$ cat src/rtl/sar_search_ctrl.sv
// MSB-first successive-approximation search controller driving an external
// combinational magnitude comparator; reports the found target, an error flag and probe count.
module sar_search_ctrl #(
    parameter int W  = 4,
    parameter int CW = 3
) (
    input  logic          clk,
    input  logic          rst_n,
    input  logic          start,
    input  logic          cmp_l,
    input  logic          cmp_g,
    input  logic          cmp_e,
    output logic [W-1:0]  probe,
    output logic          busy,
    output logic          done,
    output logic [W-1:0]  result,
    output logic          err,
    output logic [CW-1:0] nprobe
);

    typedef enum logic [0:0] {
        ST_IDLE = 1'b0,
        ST_TEST = 1'b1
    } state_t;

    localparam logic [W-1:0]  ONE_W   = {{(W-1){1'b0}}, 1'b1};
    localparam logic [W-1:0]  MSB_W   = {1'b1, {(W-1){1'b0}}};
    localparam logic [W-1:0]  ZERO_W  = {W{1'b0}};
    localparam logic [CW-1:0] ZERO_CW = {CW{1'b0}};
    localparam logic [CW-1:0] TOP_IDX = CW'(W - 1);

    // Exactly one of the three comparator flags must be set for a usable answer.
    function automatic logic flags_valid(input logic l, input logic g, input logic e);
        return (l & ~g & ~e) | (~l & g & ~e) | (~l & ~g & e);
    endfunction

    state_t        state_r;
    logic [W-1:0]  probe_r;
    logic [CW-1:0] idx_r;
    logic [CW-1:0] cnt_r;
    logic          busy_r;
    logic          done_r;
    logic [W-1:0]  result_r;
    logic          err_r;
    logic [CW-1:0] nprobe_r;

    logic [W-1:0]  bit_mask_s;
    logic [W-1:0]  settled_s;
    logic [W-1:0]  probe_step_s;
    logic [CW-1:0] cnt_inc_s;
    logic          valid_s;

    // Next-probe arithmetic: settle the bit under test, then try the next lower bit.
    always_comb begin
        bit_mask_s   = ONE_W << idx_r;
        cnt_inc_s    = cnt_r + CW'(1);
        valid_s      = flags_valid(cmp_l, cmp_g, cmp_e);
        if (cmp_g) begin
            settled_s = probe_r & ~bit_mask_s;
        end else begin
            settled_s = probe_r;
        end
        probe_step_s = settled_s | (bit_mask_s >> 1);
    end

    // Search state machine with all outputs registered.
    always_ff @(posedge clk or negedge rst_n) begin
        if (!rst_n) begin
            state_r  <= ST_IDLE;
            probe_r  <= ZERO_W;
            idx_r    <= ZERO_CW;
            cnt_r    <= ZERO_CW;
            busy_r   <= 1'b0;
            done_r   <= 1'b0;
            result_r <= ZERO_W;
            err_r    <= 1'b0;
            nprobe_r <= ZERO_CW;
        end else begin
            case (state_r)
                ST_IDLE: begin
                    done_r <= 1'b0;
                    if (start) begin
                        state_r <= ST_TEST;
                        probe_r <= MSB_W;
                        idx_r   <= TOP_IDX;
                        cnt_r   <= ZERO_CW;
                        busy_r  <= 1'b1;
                    end
                end
                ST_TEST: begin
                    cnt_r <= cnt_inc_s;
                    if (!valid_s) begin
                        state_r  <= ST_IDLE;
                        result_r <= ZERO_W;
                        err_r    <= 1'b1;
                        done_r   <= 1'b1;
                        busy_r   <= 1'b0;
                        probe_r  <= ZERO_W;
                        nprobe_r <= cnt_inc_s;
                    end else if (cmp_e) begin
                        state_r  <= ST_IDLE;
                        result_r <= probe_r;
                        err_r    <= 1'b0;
                        done_r   <= 1'b1;
                        busy_r   <= 1'b0;
                        probe_r  <= ZERO_W;
                        nprobe_r <= cnt_inc_s;
                    end else if (idx_r == ZERO_CW) begin
                        // At idx 0 the mask is bit 0, so settled_s is the final answer.
                        state_r  <= ST_IDLE;
                        result_r <= settled_s;
                        err_r    <= 1'b0;
                        done_r   <= 1'b1;
                        busy_r   <= 1'b0;
                        probe_r  <= ZERO_W;
                        nprobe_r <= cnt_inc_s;
                    end else begin
                        done_r  <= 1'b0;
                        probe_r <= probe_step_s;
                        idx_r   <= idx_r - CW'(1);
                    end
                end
                default: begin
                    state_r <= ST_IDLE;
                    busy_r  <= 1'b0;
                    done_r  <= 1'b0;
                    probe_r <= ZERO_W;
                end
            endcase
        end
    end

    assign probe  = probe_r;
    assign busy   = busy_r;
    assign done   = done_r;
    assign result = result_r;
    assign err    = err_r;
    assign nprobe = nprobe_r;

endmodule

$ cat config.mk
export PLATFORM = sky130hd
export DESIGN_NAME = sar_search_ctrl
export DESIGN_NICKNAME = d
export VERILOG_FILES = /design/src/rtl/sar_search_ctrl.sv
export SDC_FILE = /design/constraint.sdc
export NUM_CORES = 1
export LEC_CHECK = 0
export CELL_PAD_IN_SITES_DETAIL_PLACEMENT = 1
export CELL_PAD_IN_SITES_GLOBAL_PLACEMENT = 2
export CORE_MARGIN = 3
export CORE_UTILIZATION = 29
export DETAILED_ROUTE_END_ITERATION = 16
export HOLD_SLACK_MARGIN = 0.08
export PLACE_DENSITY = 0.83
export REMOVE_ABC_BUFFERS = 1
export SLEW_MARGIN = 20
export SYNTH_ARGS = -nofsm -noshare
export SYNTH_HDL_FRONTEND = slang
export SYNTH_SLANG_ARGS = --single-unit
$ cat constraint.sdc
create_clock -name clk -period 1.8 [get_ports clk]
set_input_delay 0.36 -clock clk [delete_from_list [all_inputs] [get_ports clk]]
set_output_delay 0.36 -clock clk [all_outputs]
set_load 0.1 [all_outputs]
==> impl_metrics.py <==
metrics = {
    "routing": {
        "via_per_inst": 5.20,
        "via_count": 915,
        "wl_per_cell_um": 16.9,
        "dr.first_iter.drc_count": 56,
        "drt_pass1_iterations": 4,
        "drc": 0,
        "ant_nets": 0,
        "wl_mm": 2.98,
    },
    "setup_path": {
        "crit_required_ns": 1.96,
        "rrSetupSlack_ns": 0.12,
        "crit_chain": "inv_1 > ha_1 > nor2b_1 > o31ai_4 > inv_2 > mux2_4",
        "criticalPathCategory": "reg2reg",
        "cp-end-kind": "flip-flop",
        "arrival_ns": 1.84,
        "crit_path_max_fanout": 5,
        "max_stage_delay_ns": 0.42,
        "r2r-end": "nprobe[2]",
        "rr_startpoint": "idx_r[1]",
        "crit_path_top_delay_cell": "dfrtp_1",
        "worstRegToRegCells": 6,
        "crit_path_start_kind": "flip-flop",
    },
    "cts": {
        "clk-insertion-delay-late_ns": 0.27,
        "htree_levels": 1,
        "cts_resized": 0,
        "clock-sinks": 21,
        "clock_path_buffers": 2,
        "cts_setup_buffers": 0,
        "postCtsHoldBufs": 0,
        "path_clk_slew_ns": 0.09,
        "cts_root_buf": "clkbuf_8",
        "cts_tree": "done",
        "cts_buffers": 3,
    },
    "sta": {
        "slew_headroom_pct": 69.3,
        "layout_min_cycle_time_ns": 1.68,
        "worst-slew-pin-transition_ns": 0.455,
        "fin_crit_sh_pct": 93.6,
        "fin_skew_ns": 0.00772,
        "setup_viol_count_final": 0,
        "hold_violations": 0,
        "setup_ws_ns": 0.116,
        "max_freq_mhz": 594,
        "rsz0062_at_grt": "false",
        "slew_violations": 0,
    },
    "worst_hold_path": {
        "min_path_type": "in2async",
    },
    "pwr": {
        "finalPower_mw": 2.08,
        "p_leak_nw": 0.731,
        "pwr_density_cell_nw_per_um2": 1290,
        "irDropWorstVdd_uv": 661,
    },
    "yosys": {
        "netlist_top_cells_area": "dfrtp_1 47%, ha_1 6.8%, nand2b_1 4.5%, a22o_1 3.2%, inv_1 2.7%",
        "ys.flop_type": "dfrtp_1",
        "synth-seq-cells": 21,
        "netlist.area_leader.share_pct": 47.4,
        "yosys_warnings": 0,
        "synth_area_leader_cell": "dfrtp_1",
        "synth_cell_type_count": 36,
        "syn-instance-count": 100,
        "syn_area_per_cell_um2": 11.1,
        "syn_area_um2": 1110,
        "synth-edff-count": 0,
        "synth_common_cells": "21 x dfrtp_1, 8 x inv_1, 8 x nand2b_1",
        "ys_seq_area_share_pct": 47.4,
        "yosysMostFrequentCell": "dfrtp_1",
        "async_flop_share_pct": 100,
    },
    "floorplanning": {
        "core_um2": 3490,
        "fp.dieH_um": 67.8,
        "start_util_pct": 31.7,
        "rows": 21,
        "die_x_um": 67.8,
        "pin_count": 20,
        "die_area_um2": 4600,
    },
    "cells_and_area": {
        "multiInputGateArea_um2": 527,
        "nFillCells": 369,
        "area_growth_pct": 45.5,
        "layout.nets": 143,
        "regArea_um2": 526,
        "diodes": 0,
        "layout-drive-gt1-share_pct": 28.5,
    },
    "placement": {
        "place_hpwl_mm": 2.34,
        "routabilityCongestion": 0.823,
        "post-place-ws_ns": -0.0860,
        "port_buffers": 19,
    },
    "global_route": {
        "antenna_found_initial": 0,
        "overflow": 0,
        "grt_max_degree": 22,
        "grt_pass1_vias": 969,
        "grt_usage_pct": 14.7,
        "grt_pass1_wl_mm": 4.97,
    },
    "flow_run": {
        "maxCapViolations": 0,
    },
    "outcome": {
        "status": "finished clean",
    },
}
==> routing by layer <==
layer / track usage, % / vias up / part of all wire, % / wire [um]
met1: 19.1 / 458 / 45 / 1340
met4: 5.96 / 0 / 2.3 / 68
met2: 24.1 / 22 / 49 / 1450
li1: - / 429 / - / -
met3: 2.79 / 6 / 4.3 / 128
met5: 0 / - / 0 / 0
==> sequential cells by signal, summed over array words and instances, names as in the netlist <==
register,count
idx_r,3
nprobe,3
probe,4
state_r,1
done,1
err,1
result,4
busy,1
cnt_r,3
==> worst max path at each step <==
stage / slack (ns) / depth (start not counted) / from / to
3_3_place_gp: -0.02 / 5 / cmp_g / result[3]
4_1_cts: 0.06 / 6 / idx_r[1] / nprobe[2]
3_5_place_dp: -0.09 / 5 / cmp_g / result[2]
6_report: 0.12 / 6 / idx_r[1] / nprobe[2]
2_1_floorplan: 0.09 / 6 / idx_r[0] / nprobe[2]
5_1_grt: 0.02 / 6 / idx_r[1] / nprobe[2]
==> where the power goes <==
group          internal (mW)  leakage, nW  switching [mW]  total (mW)
Clock                  0.157       0.0217           0.175       0.332
Combinational          0.405        0.444           0.670        1.07
Sequential             0.567        0.265           0.103       0.670
==> critical path, delay by kind of cell, from the launching register on <==
kind / cells / cell delay [ns]
DFF: 1 / 0.42
muxes: 1 / 0.30
AOI/OAI and AO/OA: 1 / 0.28
adders and majority gates: 1 / 0.22
buffers and inverters: 2 / 0.18
and+or+nand+nor: 1 / 0.16
==> layout make-up <==
cell class	count	area share, %
Multi-Input combinational cell	65	32.7
Clock buffer	3	2.56
Tap cell	46	3.57
Sequential cell	21	32.6
Timing Repair Buffer	31	26.1
Clock inverter	1	0.465
Inverter	9	2.09
==> placed cells by master, fill, tap and decap left out, types with 3 or more instances in the layout <==
master,instances
buf_12,14
dfrtp_1,21
ha_1,6
clkbuf_8,3
nand2b_1,8
nor2_1,3
nor2b_1,3
a22o_1,4
o2bb2ai_1,3
buf_4,12
inv_1,8
clkdlybuf4s50_1,5
==> kinds of logic (layout without fill, tap and decap cells) <==
logic type | after synthesis | in the layout | synth area share, %
AOI/OAI and AO/OA | 30 | 30 | 22.8
muxes | 4 | 4 | 4.18
DFF | 21 | 21 | 47.4
and+or+nand+nor | 22 | 22 | 11.4
xor gates and xnor gates | 3 | 3 | 2.37
adders and majority gates | 6 | 6 | 6.77
buffers and inverters | 14 | 44 | 5.08
==> stage by stage <==
| step | instances | TNS (ns) | util (%) | hold slack (ns) | instance area (um2) |
|---|---|---|---|---|---|
| global route | 176 | 0 | 46.2 | 0.456 | 1610 |
| floorplan | 95 | 0 | - | 0.0644 | 1090 |
| CTS | 176 | 0 | 46.2 | 0.449 | 1610 |
| finish | 176 | 0 | 46.2 | 0.436 | 1610 |
| global placement | 172 | -0.0425 | 44.8 | 0.487 | 1560 |
| detailed placement | 172 | -0.291 | 44.8 | 0.498 | 1560 |
Note: power is estimated with default switching activity, not from simulation.
==> RTL edit 1 (same flow settings) <==
Set the parameter `CW` to 6 (it was 3).
--- a/src/rtl/sar_search_ctrl.sv
+++ b/src/rtl/sar_search_ctrl.sv
@@ -2,7 +2,7 @@
 // combinational magnitude comparator; reports the found target, an error flag and probe count.
 module sar_search_ctrl #(
     parameter int W  = 4,
-    parameter int CW = 3
+    parameter int CW = 6
 ) (
     input  logic          clk,
     input  logic          rst_n,
Ports: changed (resized nprobe); port bits go from 20 to 23. No check against the original RTL was run, so the function may have changed too.
==> RTL edit 1 against the unedited design <==
- setup slack worse by 0.027 ns
- sequential power is 29% higher
- sequential cell count is 9 higher
- final cell count is 48% higher
- area after synthesis is 39% higher
- global-route usage is 0.31 points higher
- clock power is 100% higher
- total power is 26% higher
- wire length is 39% higher
- maximum frequency is 1.6% lower
- final area is 40% higher
- critical path type is now input pin to register
==> RTL edit 1: results (changes against the unedited design) <==
| Metric | Value |
|---|---|
| Status | `complete, no violations` |
| Leakage | `1.050 nW (+44%)` |
| Final GP Congestion | `0.8266 (+0.44%)` |
| Min Hold Slack | `0.4687 ns (+0.03255 ns)` |
| Fin crit period | `1.711 ns (+0.02705 ns)` |
| Num CTS Buffers | `5 (+2)` |
| Met2 global-route usage | `24.58% (+0.52 points)` |
| Gate Count Post-Synth | `149 (+49%)` |
| Clk. pwr | `0.667 mW (+100%)` |
| Sequential cell area fraction in the yosys report | `48.58% (+1.2 points)` |
| CP startpoint | `cmp_g` |
| Final nets | `201 (+41%)` |
| Fin cells | `261 (+48%)` |
| Largest net degree at the start of global routing | `31 (+41%)` |
| DP Worst Slack | `-0.2745 ns (-0.1885 ns)` |
| Max-slew headroom | `67.01% (-2.3 points)` |
| Switch Pwr | `1.045 mW (+10%)` |
| Post-Place Cells | `251 (+46%)` |
| CP endpoint | `nprobe[1]$_DFFE_PN0P_` |
| First-pass GRT wire length | `7.203 mm (+45%)` |
| Clock skew | `0.004895 ns (-0.002828 ns)` |
| Power share of the sequential group | `33.1% (+0.8 points)` |
| Reg-to-Reg Start | `idx_r[4]$_DFFE_PN0P_` |
| Clk slew on worst S/H paths | `0.06 ns (-0.03 ns)` |
| CTS H-Tree Depth | `2 (+1)` |
| Critical path's slowest cell | `clkdlybuf4s50_1` |
| Worst path max stage delay | `0.52 ns (+0.10 ns)` |
| Via/cell ratio | `4.931 (-5.2%)` |
| WL met1 | `1.801 mm (+35%)` |
| Number of global-route vias before repair | `1,446 (+49%)` |
| WL met2 | `2.111 mm (+46%)` |
| Met3 routed WL | `142 um (+11%)` |
| Top post-synthesis cells by area | `dfrtp_1 (49%), mux2_4 (5.8%), nand2_1 (3.9%), o21ai_0 (3.2%), a21oi_1 (2.6%)` |
| Area after DPL | `2130 um2 (+36%)` |
[RTL edit 1: changes by cell type after synthesis, moves of 5 or more]
| cell | unedited run | this run |
|---|---|---|
| a21oi_1 | 2 | 8 |
| dfrtp_1 | 21 | 30 |
| mux2_4 | 1 | 6 |
| nand2_1 | 2 | 16 |
| nand2b_1 | 8 | 1 |
| nand3_1 | 1 | 8 |
| nand4_1 | 0 | 6 |
| o21ai_0 | 2 | 10 |
[RTL edit 1: cells by family after synthesis]
family / share of synthesized area [%]
AO/OA/AOI/OAI: 13.12
adder cells (fa/ha/maj): 1.619
AND/OR/NAND/NOR: 19.68
XOR/XNOR: 3.401
buffers and inverters: 4.291
multiplexers: 9.312
flip-flops: 48.58
[RTL edit 1: cell type report]
type                       instances  area [um2]  share of cell area, %
tap                               67       83.83                  3.700
clock inverter                     3       40.04                  1.767
inverter                           9       33.78                  1.491
clock buffer                       5       68.82                  3.037
multi-input combinational        104       728.2                  32.14
sequential                        30       750.7                  33.13
timing repair buffer              43       560.5                  24.74
==> RTL edit 2 (config.mk and constraints unchanged) <==
Made on the original files. Make the reset (`rst_n`) synchronous in one clocked block.
--- a/src/rtl/sar_search_ctrl.sv
+++ b/src/rtl/sar_search_ctrl.sv
@@ -64,7 +64,7 @@
     end
 
     // Search state machine with all outputs registered.
-    always_ff @(posedge clk or negedge rst_n) begin
+    always_ff @(posedge clk) begin
         if (!rst_n) begin
             state_r  <= ST_IDLE;
             probe_r  <= ZERO_W;
Function: differs if rst_n is asserted again (counterexample within 4 cycles, from zero or initial values and one cycle with rst_n low); with rst_n held inactive, the same outputs for 10 cycles.
==> RTL edit 2 against the unedited design <==
- synthesized cell count grew 15%
- area after synthesis rose by 5.2%
- hold slack better by 0.069 ns
- wire length about the same
- clock skew is 0.0020 ns lower
- count of clock-buffer cells in the layout is 1 higher
- setup slack worse by 0.0063 ns
- die area grew 4.7%
- sequential cell count stayed put
- final area is 4.6% higher
- critical endpoint is now result[2]$_SDFFE_PN0P_
- largest cell class unchanged
Power is not compared: it rests on default switching activity, and its combinational part moved more than twofold at a synthesized area within 25%.
==> RTL edit 2: results (changes against the unedited design) <==
| Metric | Value |
|---|---|
| Status | `complete, no violations` |
| FILL cells | `408 (+11%)` |
| Reg-to-Reg Start | `idx_r[1]$_SDFFE_PN0P_` |
| Worst R2R End | `result[2]$_SDFFE_PN0P_` |
| CP delay by family, top | `compound AO/OA/AOI/OAI gates` |
| Post-Synth XOR/XNOR Area | `6.223% (+3.9 points)` |
| Yosys Warn Count | `0 (unchanged)` |
| Total GRT Usage | `13.23% (-1.5 points)` |
| Post-Place Cells | `189 (+9.9%)` |
| Final nets | `158 (+10%)` |
| First-pass GRT wire length | `5.223 mm (+5.0%)` |
| Total Wirelength | `2.984 mm (about the same)` |
| Iter 0 DRT Violations | `47 (-16%)` |
| Clock Tree Root | `clkbuf_8` |
| Worst-Skew Late Latency | `0.26 ns` |
| Num CTS Buffers | `3 (unchanged)` |
| Initial antenna violation count | `0 (unchanged)` |
| Top post-synthesis cells by area | `dfxtp_1 (36%), ha_1 (6.4%), mux2i_1 (4.3%), nor2b_1 (3.8%), a32o_1 (3.4%)` |
| Leakage | `0.6730 nW` |
| Layout cells sized above 1 | `28.28% (-0.19 points)` |
| Final GP Congestion | `0.7721 (-6.2%)` |
| Via/cell ratio | `5.130 (-1.3%)` |
| Worst R2R Setup Slack | `0.11 ns` |
| Least-Margin Pin Slew | `0.3890 ns (-0.06559 ns)` |
| Largest net degree at the start of global routing | `16 (-27%)` |
| DPL Wire Length | `2.374 mm (+1.4%)` |
| Min Hold Slack | `0.5054 ns (+0.06916 ns)` |
| Async set-reset flop share out of synthesis | `0% (-100 points)` |
| Critical path's slowest cell | `o311a_4` |
| Reg2Reg Depth | `5 (-1)` |
| Post-Synth Adder-Cell Area | `6.438% (-0.33 points)` |
| Max VDD drop | `0.3208 mV` |
| Yosys cell types | `40 (+11%)` |
| Number of diodes | `0 (unchanged)` |
| Min-delay src | `nprobe[1]$_SDFFE_PN0P_` |
| Synth Area per Inst | `10.14 um2 (-8.5%)` |
| Area after DPL | `1627 um2 (+4.0%)` |
| DP Worst Slack | `-0.1063 ns (-0.02025 ns)` |
| Post-synthesis compound-gate area fraction | `22.53% (-0.27 points)` |
| I/O Buffers | `19 (unchanged)` |
| Mux cell area share after synthesis | `5.258% (+1.1 points)` |
| Clock Tree Buf Depth | `2 (unchanged)` |
| Hold Crit Class | `register to register` |
| Drt pass-1 iters | `4 (unchanged)` |
| Commonest cells in the synthesized netlist | `dfxtp_1 (21), nand2_1 (10), nor2b_1 (7), a21oi_1 (6), ha_1 (6)` |
| Sequential cell area fraction in the yosys report | `36.05% (-11 points)` |
| Number of global-route vias before repair | `1,046 (+7.9%)` |
| Wire per inst | `15.46 um (-8.7%)` |
| CTS H-Tree Depth | `1 (unchanged)` |
| Clock skew | `0.005758 ns (-0.001964 ns)` |
| Clk slew on worst S/H paths | `0.08 ns` |
-- RTL edit 2: cell count changes after synthesis, moves of 4 or more --
cell / delta
dfrtp_1: -21
dfxtp_1: +21
nand2_1: +8
nand2b_1: -5
a21oi_1: +4
a32o_1: +4
inv_1: -4
nor2b_1: +4
o311ai_1: +4
-- RTL edit 2: worst reg2reg max path, cell delays in order (launching register included) --
cell     delay, ns
dfxtp_1       0.38
inv_1         0.10
ha_1          0.22
nor2b_2       0.22
o311a_4       0.41
a32o_1        0.27
-- RTL edit 2: per-layer routing --
metal  vias up  track usage, %  share of wire (%)
li1        481               -                  -
met1       489           16.08                 43
met2        15           23.52                 53
met3         5           2.029                2.5
met4         0           4.555                1.3
met5         -               0                  0
-- RTL edit 2: how the worst max path moves through the flow --
stage / endpoint / slack [ns] / cells past startpoint
6_report: result[2]$_SDFFE_PN0P_ / 0.11 / 5
2_1_floorplan: result[0]$_SDFFE_PN0P_ / 0.21 / 5
3_3_place_gp: result[0]$_SDFFE_PN0P_ / -0.04 / 5
4_1_cts: result[2]$_SDFFE_PN0P_ / 0.04 / 5
3_5_place_dp: probe[2]$_SDFFE_PN0P_ / -0.11 / 5
5_1_grt: result[2]$_SDFFE_PN0P_ / 0.03 / 5
-- RTL edit 2: cells by family (layout without fill, tap and decap cells) --
| kind of cell | count (synthesis) | after routing |
|---|---|---|
| and+or+nand+nor | 38 | 38 |
| AOI/OAI and AO/OA | 30 | 30 |
| DFF | 21 | 21 |
| buffers and inverters | 10 | 40 |
| adders and majority gates | 6 | 6 |
| muxes | 6 | 6 |
| xor gates and xnor gates | 4 | 4 |
-- RTL edit 2: repair_timing --
item / in CTS / in global routing
setup endpoints to repair: 0 / 5
gates resized for setup: 0 / 3
hold buffers: 0 / 0
-- RTL edit 2: power by group through the flow --
stage	logic [mW]	clock network (mW)	registers [mW]
after floorplan	0.117	0	0.599
after global placement	0.340	0	0.516
after detailed placement	0.350	0	0.518
after CTS	0.352	0.323	0.507
after global routing	0.378	0.346	0.511
final	0.355	0.314	0.507
-- RTL edit 2: layout make-up --
cell class	instances	area [um2]	area share [%]
timing repair buffer	32	440.4	26.11
multi-input combinational	84	704.4	41.77
clock buffer	4	45.04	2.671
tap	48	60.06	3.561
inverter	4	15.01	0.8902
sequential	21	421.7	25.00
